## src/rtl/solution_topk.sv

```systemverilog
// Keeps the K lowest-cost candidates in a sorted register array and drains them as a ranked stream.
// Optional macro SOLUTION_TOPK_DROP_CNT_EN enables the drain-time dropped-candidate counter.
module solution_topk #(
  parameter int unsigned PD    = 12,
  parameter int unsigned P     = 22,
  parameter int unsigned K     = 4,
  parameter int unsigned IDX_W = 8
) (
  input  logic                                 clk,
  input  logic                                 rst_n,
  input  logic                                 valid_i,
  input  logic [PD+P-1:0]                      d0_res,
  input  logic [PD+P-1:0]                      d1_res,
  input  logic [PD+P-1:0]                      d2_res,
  input  logic [3+P-1:0]                       fx_res,
  input  logic [IDX_W-1:0]                     p0_idx_i,
  input  logic                                 eval_done_i,
  output logic [3+P-1:0]                       fx_best_o,
  output logic [IDX_W-1:0]                     p0_idx_best_o,
  output logic [$clog2(K+1)-1:0]               count_o,
  output logic                                 out_valid_o,
  input  logic                                 out_ready_i,
  output logic [PD+P-1:0]                      out_d0,
  output logic [PD+P-1:0]                      out_d1,
  output logic [PD+P-1:0]                      out_d2,
  output logic [3+P-1:0]                       out_fx,
  output logic [IDX_W-1:0]                     out_idx,
  output logic [((K > 1) ? $clog2(K) : 1)-1:0] out_rank,
  output logic                                 out_last,
  output logic                                 done_o,
  output logic [15:0]                          drop_cnt_o
);

  localparam int unsigned DW = PD + P;
  localparam int unsigned FW = 3 + P;
  localparam int unsigned CW = $clog2(K + 1);
  localparam int unsigned RW = (K > 1) ? $clog2(K) : 1;

  typedef enum logic {COLLECT, DRAIN} state_t;

  state_t          state;
  logic [RW-1:0]   rank;
  logic [CW-1:0]   count;

  logic [FW-1:0]    s_fx  [K];
  logic [DW-1:0]    s_d0  [K];
  logic [DW-1:0]    s_d1  [K];
  logic [DW-1:0]    s_d2  [K];
  logic [IDX_W-1:0] s_idx [K];

  logic [FW-1:0]    n_fx  [K];
  logic [DW-1:0]    n_d0  [K];
  logic [DW-1:0]    n_d1  [K];
  logic [DW-1:0]    n_d2  [K];
  logic [IDX_W-1:0] n_idx [K];

  logic [K-1:0]     le;
  logic             ins;
  logic [CW-1:0]    count_nxt;
  logic             last_c;

  // Sorted insertion: valid slots with fx <= candidate form a prefix; slots after it shift down by one.
  always_comb begin
    logic carry;
    logic [FW-1:0]    sh_fx  [K];
    logic [DW-1:0]    sh_d0  [K];
    logic [DW-1:0]    sh_d1  [K];
    logic [DW-1:0]    sh_d2  [K];
    logic [IDX_W-1:0] sh_idx [K];
    le     = '0;
    carry  = 1'b1;
    sh_fx[0]  = fx_res;
    sh_d0[0]  = d0_res;
    sh_d1[0]  = d1_res;
    sh_d2[0]  = d2_res;
    sh_idx[0] = p0_idx_i;
    for (int i = 1; i < K; i++) begin
      sh_fx[i]  = s_fx[i-1];
      sh_d0[i]  = s_d0[i-1];
      sh_d1[i]  = s_d1[i-1];
      sh_d2[i]  = s_d2[i-1];
      sh_idx[i] = s_idx[i-1];
    end
    for (int i = 0; i < K; i++) begin
      le[i] = (count > CW'(i)) && (s_fx[i] <= fx_res);
      if (le[i]) begin
        n_fx[i]  = s_fx[i];
        n_d0[i]  = s_d0[i];
        n_d1[i]  = s_d1[i];
        n_d2[i]  = s_d2[i];
        n_idx[i] = s_idx[i];
      end else if (carry) begin
        n_fx[i]  = fx_res;
        n_d0[i]  = d0_res;
        n_d1[i]  = d1_res;
        n_d2[i]  = d2_res;
        n_idx[i] = p0_idx_i;
      end else begin
        n_fx[i]  = sh_fx[i];
        n_d0[i]  = sh_d0[i];
        n_d1[i]  = sh_d1[i];
        n_d2[i]  = sh_d2[i];
        n_idx[i] = sh_idx[i];
      end
      carry = le[i];
    end
  end

  assign ins       = valid_i && (state == COLLECT) && !le[K-1];
  assign count_nxt = !ins ? count : ((count == CW'(K)) ? count : count + CW'(1));
  assign last_c    = (state == DRAIN) && ((count - CW'(1)) == CW'(rank));

  // Control and slot storage; a last-beat handshake restores the reset contents.
  always_ff @(posedge clk or negedge rst_n) begin
    if (!rst_n) begin
      state  <= COLLECT;
      rank   <= '0;
      count  <= '0;
      done_o <= 1'b0;
      for (int i = 0; i < K; i++) begin
        s_fx[i]  <= '1;
        s_d0[i]  <= '0;
        s_d1[i]  <= '0;
        s_d2[i]  <= '0;
        s_idx[i] <= '0;
      end
    end else begin
      done_o <= 1'b0;
      case (state)
        COLLECT: begin
          if (ins) begin
            count <= count_nxt;
            for (int i = 0; i < K; i++) begin
              s_fx[i]  <= n_fx[i];
              s_d0[i]  <= n_d0[i];
              s_d1[i]  <= n_d1[i];
              s_d2[i]  <= n_d2[i];
              s_idx[i] <= n_idx[i];
            end
          end
          if (eval_done_i) begin
            if (count_nxt == '0) begin
              done_o <= 1'b1;
            end else begin
              state <= DRAIN;
              rank  <= '0;
            end
          end
        end
        DRAIN: begin
          if (out_ready_i) begin
            if (last_c) begin
              state  <= COLLECT;
              rank   <= '0;
              count  <= '0;
              done_o <= 1'b1;
              for (int i = 0; i < K; i++) begin
                s_fx[i]  <= '1;
                s_d0[i]  <= '0;
                s_d1[i]  <= '0;
                s_d2[i]  <= '0;
                s_idx[i] <= '0;
              end
            end else begin
              rank <= rank + RW'(1);
            end
          end
        end
        default: state <= COLLECT;
      endcase
    end
  end

  assign fx_best_o     = s_fx[0];
  assign p0_idx_best_o = s_idx[0];
  assign count_o       = count;
  assign out_valid_o   = (state == DRAIN);
  assign out_fx        = s_fx[rank];
  assign out_d0        = s_d0[rank];
  assign out_d1        = s_d1[rank];
  assign out_d2        = s_d2[rank];
  assign out_idx       = s_idx[rank];
  assign out_rank      = rank;
  assign out_last      = last_c;

`ifdef SOLUTION_TOPK_DROP_CNT_EN
  logic [15:0] drop_cnt;

  // Saturating count of candidates presented while draining.
  always_ff @(posedge clk or negedge rst_n) begin
    if (!rst_n) begin
      drop_cnt <= '0;
    end else if ((state == DRAIN) && valid_i && (drop_cnt != 16'hFFFF)) begin
      drop_cnt <= drop_cnt + 16'd1;
    end
  end

  assign drop_cnt_o = drop_cnt;
`else
  assign drop_cnt_o = '0;
`endif

endmodule

```

## config.mk

```make
export PLATFORM = sky130hd
export DESIGN_NAME = solution_topk
export DESIGN_NICKNAME = d
export VERILOG_FILES = /design/src/rtl/solution_topk.sv
export SDC_FILE = /design/constraint.sdc
export NUM_CORES = 1
export LEC_CHECK = 0
export ABC_AREA = 0
export CAP_MARGIN = 20
export CORE_ASPECT_RATIO = 0.8
export CORE_MARGIN = 5
export CORE_UTILIZATION = 55
export CTS_BUF_LIST = sky130_fd_sc_hd__clkbuf_4
export DETAILED_ROUTE_END_ITERATION = 6
export GPL_ROUTABILITY_DRIVEN = 1
export MAX_ROUTING_LAYER = met4
export PLACE_DENSITY_LB_ADDON = 0.12
export SLEW_MARGIN = 40
export SYNTH_ARGS = -nofsm -noshare
export SYNTH_HDL_FRONTEND = slang
export SYNTH_SLANG_ARGS = --single-unit
```

## constraint.sdc

```tcl
create_clock -name clk -period 4.1 [get_ports clk]
set_clock_uncertainty 0.2 [all_clocks]
set_input_delay 1.025 -clock clk [delete_from_list [all_inputs] [get_ports clk]]
set_output_delay 1.025 -clock clk [all_outputs]
set_load 0.1 [all_outputs]
```

==> flow_metrics.tcl <==
set metrics [dict create \
    outcome "finished clean" \
    drive_gt1_share_pct 29.9 \
    crit_buf_inv 2 \
    postSynthCellCount 2376 \
    finalNonFillerCells 3684 \
    p_per_area_nw_per_um2 307 \
    die_w_um 273 \
    start_util_pct 55.3 \
    clk_latency_ps 1010 \
    crit_fanout 56 \
    ir_worst_vdd_mv 0.264 \
    drt-total-wl_mm 95.1 \
    layout_common_cells "mux2i_1 (542), dfrtp_1 (443), o2bb2ai_1 (220), clkbuf_4 (220), buf_4 (186)" \
    async_flop_share_pct 100 \
    dp_hpwl_mm 60.6 \
    max_slew_margin_pct 56.4 \
    wl_met2_mm 45.1 \
    crit_slowest_cell "mux4_2" \
    fp-row-count 77 \
    grt_max_degree 90 \
    drt-wirelength-per-cell_um 25.8 \
    vias 23500 \
    fin_hold_ws_ps 310 \
    ys_seq_area_share_pct 45.4 \
    nNetsFinal 3059 \
    place_ws_ps -468 \
    antenna_found_initial 12 \
    hold_path_class "reg -> reg" \
    setup_slack_ps 86.2 \
    area_growth_pct 27.0 \
    crit_type "reg -> out" \
    grt_pass1_wl_mm 148 \
    synth_warnings 0 \
    avgSynthCellArea_um2 12.8 \
    dr.first_iter.drc_count 2030 \
    overflow 0 \
    clk_pin_slew_ps 60 \
    hold_viol_final 0 \
    crit_chain "buf_16 > mux4_2 > buf_12" \
    die_area_um2 60100 \
    ctsRootBufferMaster "clkbuf_4" \
    cp.arrival_ps 2790 \
    fin_area_um2 38600 \
    final_common_cell "mux2i_1" \
    netlist_area_um2 30400 \
    clock_path_buffers 3 \
    dpl.cell_count 3412 \
    combPwrFrac_pct 12.3 \
    port_buffers 315 \
    clock-sinks 547 \
    ant_nets 0 \
    max-cap-violations 0 \
    wl_met1_mm 40.4 \
    startpoint_type "flip-flop" \
    setup_violations 0 \
    p_int_mw 8.54 \
    ys_seq_elements 547 \
    met3_length_mm 7.17 \
    grt_pass1_vias 25300 \
    critPathTopFamily "multiplexers" \
    via_per_inst 6.38 \
    dr.max_layer_used "met4" \
    numCtsBuffers 145 \
    tightest_slew_ps 653 \
    period_share_pct 97.9 \
    cts_max_level 4 \
    power_frac_seq_pct 46.1 \
    p_sw_share_pct 28.0 \
    critical_path_required_ps 2870 \
    rsz0062_at_grt "yes" \
    cpPeakStageDelay_ps 650 \
    dr.pass1.iters 5 \
    place_congestion 0.958 \
    synth.distinct_cells 63 \
    cts_tree "done" \
    fmax_ghz 0.249 \
    io_pins 332 \
    fin_crit_ps 4010 \
    drc_errors 0 \
    power.share.clock_pct 41.5 \
    synth-edff-count 0 \
    core-area_um2 55000 \
    die_y_um 220 \
    groute.usage.overall_pct 32.4 \
    synthFlopType "dfrtp_1" \
    p_leak_nw 17.7 \
    drv_slew 0 \
    placed_area_um2 36600 \
    power_mw 11.9 \
    netSwitchingPower_mw 3.32 \
    critPathCaptureType "output port" \
]
power groups by stage:
| stage | sequential, mW | clock (mW) | combinational, mW |
|---|---|---|---|
| after floorplan | 5.55 | 0 | 0.761 |
| after global placement | 5.61 | 0 | 1.36 |
| after detailed placement | 5.60 | 0 | 1.37 |
| after CTS | 5.48 | 5.06 | 1.46 |
| after global routing | 5.48 | 5.39 | 1.53 |
| final | 5.48 | 4.93 | 1.46 |
state kept, by name, indices dropped and copies added (netlist names):
signal	cells
out_valid_o	1
s_d1	136
out_rank	2
s_idx	24
count_o	3
s_d0	136
s_fx	75
s_d2	136
p0_idx_best_o	8
done_o	1
fx_best_o	25
routing by layer:
metal / track usage, % / vias up
li1: - / 10100
met1: 42.2 / 12300
met2: 50.3 / 947
met3: 7.45 / 182
met4: 12.6 / 0
met5: - / -
worst register-to-register path: stages, from the launching register on:
cell and delay [ps]:
dfstp_2 560, ha_1 260, nand4_1 180, nor3_1 120, a2111oi_0 530, buf_4 190, nand4_1 140, nand4_4 250
buf_4 260, a22oi_2 130, buf_12 200, a2bb2oi_1 140
through the flow:
stage | utilization, % | setup TNS, ps
global placement | 66.6 | -187270
floorplan | - | 0
CTS | 70.1 | -391
global route | 70.2 | -1450
finish | 70.2 | 0
detailed placement | 66.5 | -197870
Yosys cell counts, types with 2 or more instances:
| library cell | count | share of area, % |
|---|---|---|
| a21oi_1 | 40 | 0.66 |
| a221oi_1 | 3 | 0.086 |
| a211o_1 | 3 | 0.086 |
| a31oi_1 | 4 | 0.082 |
| clkbuf_1 | 59 | 0.73 |
| o2bb2ai_1 | 222 | 6.4 |
| mux4_2 | 135 | 10 |
| nand2_1 | 135 | 1.7 |
| nand3_1 | 12 | 0.20 |
| a21o_1 | 4 | 0.099 |
| nor2_1 | 38 | 0.47 |
| o211ai_1 | 3 | 0.074 |
| o21ai_1 | 4 | 0.066 |
| nor2b_1 | 5 | 0.10 |
| ha_1 | 106 | 4.4 |
| dfrtp_1 | 447 | 37 |
| xnor2_1 | 2 | 0.058 |
| buf_4 | 63 | 1.6 |
| a211oi_1 | 4 | 0.099 |
| buf_2 | 98 | 1.6 |
| nand2b_1 | 2 | 0.041 |
| a22oi_1 | 3 | 0.074 |
| nor3_1 | 10 | 0.16 |
| nor4_1 | 5 | 0.10 |
| dfstp_2 | 100 | 8.6 |
| nor2_2 | 2 | 0.041 |
| o21a_1 | 8 | 0.20 |
| a22o_1 | 112 | 3.2 |
| o21bai_1 | 2 | 0.049 |
| a2bb2oi_1 | 72 | 2.1 |
| o21ai_0 | 15 | 0.25 |
| mux2i_1 | 542 | 18 |
| buf_1 | 24 | 0.30 |
| nand4_1 | 23 | 0.47 |
| inv_1 | 41 | 0.51 |
logic make-up after synthesis:
logic type	Yosys count	share of synthesized area [%]
compound gates	515	14.1
xor+xnor	3	0.0864
fa+ha+maj	106	4.36
buf+inv	286	4.73
flops	547	45.4
mux	677	27.8
other cells	1	0.0123
simple gates	241	3.51
path summary, 6_finish.rpt:
check	to	cells after the start	start	slack [ps]
max	out_d0[32]	3	out_rank[0]	90
min	s_d2[54]	1	s_d2[54]	310
max reg2reg	fx_best_o[4]	11	s_fx[24]	790
min reg2reg	s_d2[54]	1	s_d2[54]	310
max in group asynchronous	s_d1[43]	4	rst_n	2250
min in group asynchronous	s_d1[131]	2	rst_n	360
final cells by class:
cell class / count / area (um^2)
Antenna cell: 17 / 42.5
Clock buffer: 220 / 1650
Clock inverter: 31 / 185
Fill cell: 3928 / 16400
Inverter: 41 / 154
Multi-Input combinational cell: 1558 / 15400
Sequential cell: 547 / 13800
Tap cell: 750 / 938
Timing Repair Buffer: 520 / 6480
what timing repair did:
item,CTS,global route
pin swaps,1,0
hold endpoints to repair,50,0
endpoints found under the setup margin,133,8
setup buffers,1,0
resized for setup,17,0
hold buffers,1,0
gates cloned,1,0
No activity file was read; power rests on OpenSTA's default activity.
